## src/rtl/imu_rx_frame_ctrl.sv

```systemverilog
// -----------------------------------------------------------------------------
// imu_rx_frame_ctrl
//
// Purpose:
//   Frame controller behind the IMU UART receiver. It hunts for the header
//   byte, captures the TYPE byte and eight payload bytes, and checks the
//   trailing SUM byte. SUM is the modulo-256 sum of HEADER, TYPE and D0..D7.
//   A good frame is presented as one parallel word with a single-cycle
//   frame_vld. Checksum and inter-byte timeout errors are flagged as
//   single-cycle pulses.
//
// Configuration macro:
//   IMU_TYPE_FILTER_EN - when defined, a TYPE byte outside 8'h50..8'h5F
//                        silently drops the frame and returns to HUNT.
//
// Ports:
//   sys_clk      in   1   system clock
//   reset_n      in   1   asynchronous active-low reset
//   rx_vld       in   1   one-cycle byte strobe from UART RX
//   rx_data      in   8   received byte, valid with rx_vld
//   frame_vld    out  1   one-cycle pulse for a good frame
//   frame_type   out  8   TYPE byte of the last good frame
//   frame_data   out 64   payload of the last good frame (D0 in [7:0])
//   sum_err      out  1   one-cycle pulse on checksum mismatch
//   timeout_err  out  1   one-cycle pulse on inter-byte timeout
//   frame_cnt    out 16   count of good frames, wraps
//   busy         out  1   high while state is not HUNT
//   state_dbg    out  2   current FSM state (0 HUNT, 1 TYPE, 2 DATA, 3 SUM)
//
// Handshake: the input side is valid-only. A byte is consumed in every cycle
// where rx_vld is high. There is no ready/backpressure, so back-to-back
// bytes on consecutive cycles are always accepted. The outputs are
// single-cycle pulses with no acknowledge.
// -----------------------------------------------------------------------------
module imu_rx_frame_ctrl #(
    parameter int          FRE_SYS_CLK = 100000000,
    parameter int          TIMEOUT_US  = 200,
    parameter logic [7:0]  HEADER      = 8'h55
) (
    input  logic        sys_clk,
    input  logic        reset_n,
    input  logic        rx_vld,
    input  logic [7:0]  rx_data,
    output logic        frame_vld,
    output logic [7:0]  frame_type,
    output logic [63:0] frame_data,
    output logic        sum_err,
    output logic        timeout_err,
    output logic [15:0] frame_cnt,
    output logic        busy,
    output logic [1:0]  state_dbg
);

    localparam int TIMEOUT_CNT = FRE_SYS_CLK / 1000000 * TIMEOUT_US - 1;
    localparam int CNT_W       = $clog2(TIMEOUT_CNT) + 1;
    localparam logic [CNT_W-1:0] TMO_LAST = CNT_W'(TIMEOUT_CNT);

    typedef enum logic [1:0] {
        ST_HUNT = 2'd0,
        ST_TYPE = 2'd1,
        ST_DATA = 2'd2,
        ST_SUM  = 2'd3
    } state_t;

    state_t           state, state_nxt;
    logic [CNT_W-1:0] tmo_cnt;
    logic [7:0]       acc;
    logic [2:0]       idx;
    logic [7:0]       type_work;
    logic [63:0]      data_work;

    logic             type_ok;
    logic             sum_ok;
    logic             sum_bad;
    logic             timeout_hit;

    assign state_dbg = state;

`ifdef IMU_TYPE_FILTER_EN
    assign type_ok = (rx_data[7:4] == 4'h5);
`else
    assign type_ok = 1'b1;
`endif

    // State register
    always_ff @(posedge sys_clk or negedge reset_n) begin
        if (!reset_n) begin
            state <= ST_HUNT;
        end else begin
            state <= state_nxt;
        end
    end

    // Next-state logic. A byte arriving in the same cycle as the timeout
    // terminal count takes priority, so the timeout only fires when
    // rx_vld is low.
    always_comb begin
        state_nxt   = state;
        sum_ok      = 1'b0;
        sum_bad     = 1'b0;
        timeout_hit = 1'b0;
        if (rx_vld) begin
            case (state)
                ST_HUNT: if (rx_data == HEADER) state_nxt = ST_TYPE;
                ST_TYPE: state_nxt = type_ok ? ST_DATA : ST_HUNT;
                ST_DATA: if (idx == 3'd7) state_nxt = ST_SUM;
                ST_SUM: begin
                    state_nxt = ST_HUNT;
                    if (rx_data == acc) sum_ok = 1'b1;
                    else                sum_bad = 1'b1;
                end
                default: state_nxt = ST_HUNT;
            endcase
        end else if (state != ST_HUNT && tmo_cnt == TMO_LAST) begin
            state_nxt   = ST_HUNT;
            timeout_hit = 1'b1;
        end
    end

    // Working registers: timeout counter, checksum accumulator, byte index,
    // captured type and payload.
    always_ff @(posedge sys_clk or negedge reset_n) begin
        if (!reset_n) begin
            tmo_cnt   <= '0;
            acc       <= 8'd0;
            idx       <= 3'd0;
            type_work <= 8'd0;
            data_work <= 64'd0;
        end else begin
            if (rx_vld || state == ST_HUNT || timeout_hit) begin
                tmo_cnt <= '0;
            end else begin
                tmo_cnt <= tmo_cnt + CNT_W'(1);
            end

            if (rx_vld) begin
                case (state)
                    ST_HUNT: begin
                        if (rx_data == HEADER) acc <= HEADER;
                    end
                    ST_TYPE: begin
                        type_work <= rx_data;
                        acc       <= acc + rx_data;
                        idx       <= 3'd0;
                    end
                    ST_DATA: begin
                        data_work[{idx, 3'b000} +: 8] <= rx_data;
                        acc <= acc + rx_data;
                        idx <= idx + 3'd1;
                    end
                    default: ;
                endcase
            end
        end
    end

    // Registered outputs. frame_type/frame_data only move on a good frame.
    always_ff @(posedge sys_clk or negedge reset_n) begin
        if (!reset_n) begin
            frame_vld   <= 1'b0;
            sum_err     <= 1'b0;
            timeout_err <= 1'b0;
            busy        <= 1'b0;
            frame_type  <= 8'd0;
            frame_data  <= 64'd0;
            frame_cnt   <= 16'd0;
        end else begin
            frame_vld   <= sum_ok;
            sum_err     <= sum_bad;
            timeout_err <= timeout_hit;
            busy        <= (state_nxt != ST_HUNT);
            if (sum_ok) begin
                frame_type <= type_work;
                frame_data <= data_work;
                frame_cnt  <= frame_cnt + 16'd1;
            end
        end
    end

endmodule
```

## config.mk

```make
export PLATFORM = sky130hd
export DESIGN_NAME = imu_rx_frame_ctrl
export DESIGN_NICKNAME = d
export VERILOG_FILES = /design/src/rtl/imu_rx_frame_ctrl.sv
export SDC_FILE = /design/constraint.sdc
export NUM_CORES = 1
export LEC_CHECK = 0
export CAP_MARGIN = 20
export CORE_MARGIN = 8
export CORE_UTILIZATION = 31
export CTS_BUF_LIST = sky130_fd_sc_hd__clkbuf_4 sky130_fd_sc_hd__clkbuf_8 sky130_fd_sc_hd__clkbuf_16
export DETAILED_ROUTE_END_ITERATION = 8
export PLACE_DENSITY = 0.51
export SYNTH_ARGS = -nofsm -noshare
export SYNTH_HDL_FRONTEND = slang
export SYNTH_SLANG_ARGS = --single-unit
```

## constraint.sdc

```tcl
create_clock -name sys_clk -period 2.1 [get_ports sys_clk]
set_input_delay 0.21 -clock sys_clk [delete_from_list [all_inputs] [get_ports sys_clk]]
set_output_delay 0.21 -clock sys_clk [all_outputs]
set_load 0.05 [all_outputs]
```

Word-level counts from Yosys, hierarchy flattened
Cells that the tools add are included.

Input bits: 11. Latch bits: 0. Logic and storage cells: 59. Output and inout port bits: 94. RAM bits: 0. Bits in registers: 193. Memories kept: 0. Memory bits (read-only): 0.

Muxes and demuxes: 18. Shift operators: 2. Equal/unequal tests: 8. Reduce and logical (&&, ||, !) cells: 13. Divide/modulo/power cells: 0. Multiply operators: 0. Add/sub/neg operators: 5. Order comparisons: 0. Bitwise logic cells: 0.

Operators by type and width (number): $bwmux W64 (1); $shift A8 B8 Y64 const A (1); $shiftx A8 B8 Y64 (1); $add A16 B1 Y16 const B (2); $eq A16 B15 Y1 const B (1); $mux W16 (1); $pmux W8 S2 (1); $add A8 B8 Y8 (1); $eq A8 B7 Y1 const B (1); $eq A8 B8 Y1 (1); $mux W1 (8); $mux W2 (4); $mux W8 (1); $neg A6 Y8 (1); $pmux W2 S4 (1); $reduce_bool A2 Y1 (4); $pmux W3 S2 (1); $reduce_and A2 Y1 (3); $eq A2 B2 Y1 const B (2); $add A3 B1 Y3 const B (1); $eq A3 B3 Y1 const B (1); $reduce_and A3 Y1 (1); $eq A2 B1 Y1 const B (1); $logic_not A2 Y1 (1); 4 further kinds (5).

Depth between registers and ports, before layout
Depth after elaboration: 6. Gate-level depth with buffers: 9. Mapped depth without buffers: 8.

Worst setup path before layout
Ideal clock, no wire load.

Kind: register -> register. Start: reg state[0] (netlist: state_dbg[0]). End: reg tmo_cnt[11]. Cell stages (with the launch flop): 9. Arrival time: 1982 ps. Path slack: -1 ps. Clock period less this slack: 2101 ps. Data required time: 1981 ps. Path buffers: 2. Library setup time: 119 ps. Path through: dfrtp_1 > inv_1 > ha_1 > nand3b_1 > nor3_1 > or3_1 > clkbuf_1 > buf_4 > nor2_1.

Longest elaborated chain between the ends: 6. Elaborated cells on any way between the ends: 8. Those cells by class: mux: 3; reduce/logical: 5.

RTL lines: start: declaration (RTL line 65) `state_t state, state_nxt;`; start signal: assignment (RTL line 90) `state <= state_nxt;`; $reduce_bool A2 Y1 (RTL line 114) `end else if (state != ST_HUNT && tmo_cnt == TMO_LAST) begin`; $logic_and A1 B1 Y1 (RTL line 114); $mux W1 (RTL line 114); $mux W1 (RTL line 102) `if (rx_vld) begin`; $logic_or A1 B1 Y1 (*) (RTL line 130) `if (rx_vld || state == ST_HUNT || timeout_hit) begin`; $mux W16 (*) (RTL line 130); end signal: assignment (RTL line 133) `tmo_cnt <= tmo_cnt + CNT_W'(1);`; end: declaration (RTL line 66) `logic [CNT_W-1:0] tmo_cnt;`.

Mark *: on every way between the ends. The rest lies on a longest branch, timed or not. A chain may end at the register's enable or synchronous reset.

Worst setup path in the final report
Start: reg acc[0]. End: reg frame_cnt[4].

Longest elaborated chain between the ends: 4.

RTL lines: start: declaration (RTL line 67) `logic [7:0] acc;`; start signal: assignment (RTL line 143) `acc <= acc + rx_data;`; start signal: assignment (RTL line 148) `acc <= acc + rx_data;`; $eq A8 B8 Y1 (RTL line 109) `if (rx_data == acc) sum_ok = 1'b1;`; $mux W1 (RTL line 109); $mux W1 (RTL line 103) `case (state)`; $mux W1 (RTL line 102); end signal: assignment (RTL line 175) `frame_cnt <= frame_cnt + 16'd1;`; end: declaration (RTL line 49) `output logic [15:0] frame_cnt,`.

No other way between the ends.

==> results.txt <==
Status -> finished clean
Hold Vio Cnt, Final -> 0
Critical path's slowest cell -> dfrtp_1
Mapped Cells -> 836
P_int -> 6.13 mW
WHS -> 0.393 ns
Clk slew on worst S/H paths -> 0.07 ns
Clock Skew -> 0.0113 ns
Chip height -> 178 um
WS Path Type -> reg -> reg
First-pass GRT wire length -> 33,600 um
Leakage -> 5.03 nW
Max stage delay on crit path -> 0.42 ns
Logic gate share of total power -> 10.9%
Io pins -> 105
Slew Limit Headroom -> 57.4%
Fin nets -> 1,010
Vias per std cell -> 4.52
DP Wirelength -> 14,300 um
CP endpoint kind -> flip-flop
Synth top area cells -> dfrtp_1 (59%), nand2_1 (16%), o21ai_0 (4.2%)
Vias in the first global route -> 6,077
Number of synthesized flops with an enable pin -> 0
Power per cell area -> 764 nW/um^2
WL final -> 20,400 um
Synth Net Count -> 868
Critical path's top delay family -> simple AND/OR/NAND/NOR gates
Maximum VDD drop -> 0.401 mV
Synth-to-layout area growth -> 30.8%
Synth warn -> 0
Async set or reset register ratio after synthesis -> 100%
Core area -> 25,900 sq um
Clock power frac -> 40.9%
Layout fillers -> 2,521
Antenna violations before repair -> 0
H-tree levels -> 4
Unrepaired setup endpoints after global routing -> true
Startpoint types -> flip-flop
GRT Total Usage -> 13.4%
Seq cells post-synth -> 193
Primary FF master, synth -> dfrtp_1
DR DRC count -> 0
Most frequent cells in the layout -> nand2_1 (336), dfrtp_1 (192), clkdlybuf4s50_1 (103)
Max-Cap Viols -> 0
N_diodes -> 0
Slew @ Worst Pin -> 0.639 ns
Synth unique cells -> 44
Max Fanout on Critical Path -> 17
Worst Hold Class -> in -> async
FP Rows -> 59
CTS tree -> built
Mapped cell area -> 8130 sq um
Sw power -> 1.99 mW
Setup TNS Final -> 0 ns
Layout cells sized above 1 -> 11.5%
Sequential Power Share -> 48.2%
Seq/Total Area, Yosys -> 59.4%
Initial Util -> 31.4%
Via Count -> 5,997
Share of the synthesized area in the top cell type -> 59.4%
CP bufs+invs -> 2
Later-pin clock latency in the skew report -> 0.43 ns
CTS root buffer -> clkbuf_16
IO Port Bufs -> 104
WP data required -> 2.46 ns
Drt first-iter violations -> 301
CP cell instances -> ha_4 -> nor4_4 -> nand4b_4 -> buf_6 -> buf_12 -> nor2_1 -> xor2_1
Die width -> 178 um
Final min period -> 2.02 ns
Finished Cell Area -> 10,600 sq um
First-pass iteration count of the detailed router -> 4
Post-place setup slack -> -0.287 ns
Fin util -> 41.0%
Clock sinks -> 193
Final Slew Violations -> 0
Average size of a mapped cell -> 9.72 sq um
DIE AREA -> 31,600 sq um
Setup violators final -> 0
CTS buffer count -> 17
Largest net degree at the start of global routing -> 73
Routability congestion estimate -> 0.769
CTS max path bufs -> 2
Fin worst setup slack -> 0.0823 ns
Fmax -> 496 MHz
Number of routed nets with antenna violations -> 0
Cell area after placement -> 9950 sq um
Arr. time, crit path -> 2.37 ns
Most common cell after layout, fill and taps aside -> nand2_1
DR WL/cell -> 15.4 um
Fin crit share -> 96.1%
Overflow after GRT -> 0
Leading area contributor after synthesis -> dfrtp_1
Switching Fraction -> 24.5%
## stage by stage
step	total power [mW]	instances
after floorplan	4.44	836
after global placement	4.82	1292
after detailed placement	4.84	1292
after CTS	8.18	1325
after global routing	8.48	1326
final	8.12	1326
## final cells by class
class	instances	area (sq um)	area share [%]
multi-input cells	595	3140	29.5
clock inverters	11	129	1.21
repair buffers	154	1580	14.8
well taps	335	419	3.94
inverters	17	66.3	0.624
clock buffers	21	474	4.46
flip-flops and latches	193	4830	45.4
## synthesized netlist by cell type, types with 2 or more instances
| cell | number |
|---|---|
| a21oi_1 | 6 |
| a31oi_1 | 4 |
| and2_1 | 2 |
| and3_1 | 7 |
| buf_2 | 13 |
| buf_4 | 5 |
| clkbuf_1 | 13 |
| dfrtp_1 | 193 |
| ha_1 | 20 |
| inv_1 | 16 |
| mux2_2 | 15 |
| nand2_1 | 337 |
| nand3_1 | 17 |
| nand3b_1 | 5 |
| nand4_1 | 6 |
| nor2_1 | 30 |
| nor2b_1 | 6 |
| nor3_1 | 8 |
| nor3_4 | 2 |
| nor3b_1 | 4 |
| o21ai_0 | 68 |
| o22ai_1 | 3 |
| or3_1 | 4 |
| xnor2_1 | 21 |
| xor2_1 | 12 |
## sequential cells by signal, summed over array words and instances (netlist names)
register and cells:
sum_err 1, timeout_err 1, idx 3, frame_data 64, frame_cnt 16, busy 1
tmo_cnt 16, frame_vld 1, data_work 64, frame_type 8, acc 8, type_work 8
state_dbg 2
## power by group through the flow
stage / logic (mW) / registers [mW] / clock network, mW
after floorplan: 0.455 / 3.98 / 0
after global placement: 0.844 / 3.98 / 0
after detailed placement: 0.858 / 3.98 / 0
after CTS: 0.861 / 3.91 / 3.41
after global routing: 0.986 / 3.93 / 3.57
final: 0.887 / 3.91 / 3.32
## routing by layer
| metal | share of wire, % | up-vias | wire length, um | GRT usage, % |
|---|---|---|---|---|
| li1 | - | 2997 | - | - |
| met1 | 51 | 2895 | 10300 | 18.7 |
| met2 | 45 | 95 | 9170 | 20.5 |
| met3 | 3.6 | 10 | 726 | 3.09 |
| met4 | 0.94 | 0 | 192 | 3.27 |
| met5 | 0 | - | 0 | 0 |
## cells by family (layout without fill, tap and decap cells)
| family | after synthesis | after routing | synth area share, % |
|---|---|---|---|
| flip-flops | 193 | 193 | 59.4 |
| AO/OA/AOI/OAI | 87 | 87 | 5.74 |
| buffers and inverters | 48 | 203 | 2.65 |
| XOR/XNOR | 33 | 33 | 3.56 |
| multiplexers | 16 | 16 | 2.20 |
| AND/OR/NAND/NOR | 438 | 438 | 23.1 |
| adder cells (fa/ha/maj) | 21 | 21 | 3.33 |
## final timing paths
kind	startpoint	to	slack (ns)	cells after the start
worst max-delay path	acc[0]	frame_cnt[4]	0.08	7
worst min-delay path	reset_n	frame_data[24]	0.39	2
worst max register to register	acc[0]	frame_cnt[4]	0.08	7
worst min register to register	data_work[42]	frame_data[42]	0.46	2
max in group asynchronous	reset_n	frame_data[41]	1.07	3
min in group sys_clk	data_work[42]	frame_data[42]	0.46	2
## what timing repair did
item | CTS | global route
buffers inserted | 0 | 1
pin swaps | 1 | 6
endpoints found under the setup margin | 1 | 119
hold buffers | 1 | 0
hold endpoints to repair | 68 | 0
gates resized for setup | 1 | 9
gates cloned | 0 | 0
Power figures use the tool's default switching activity.
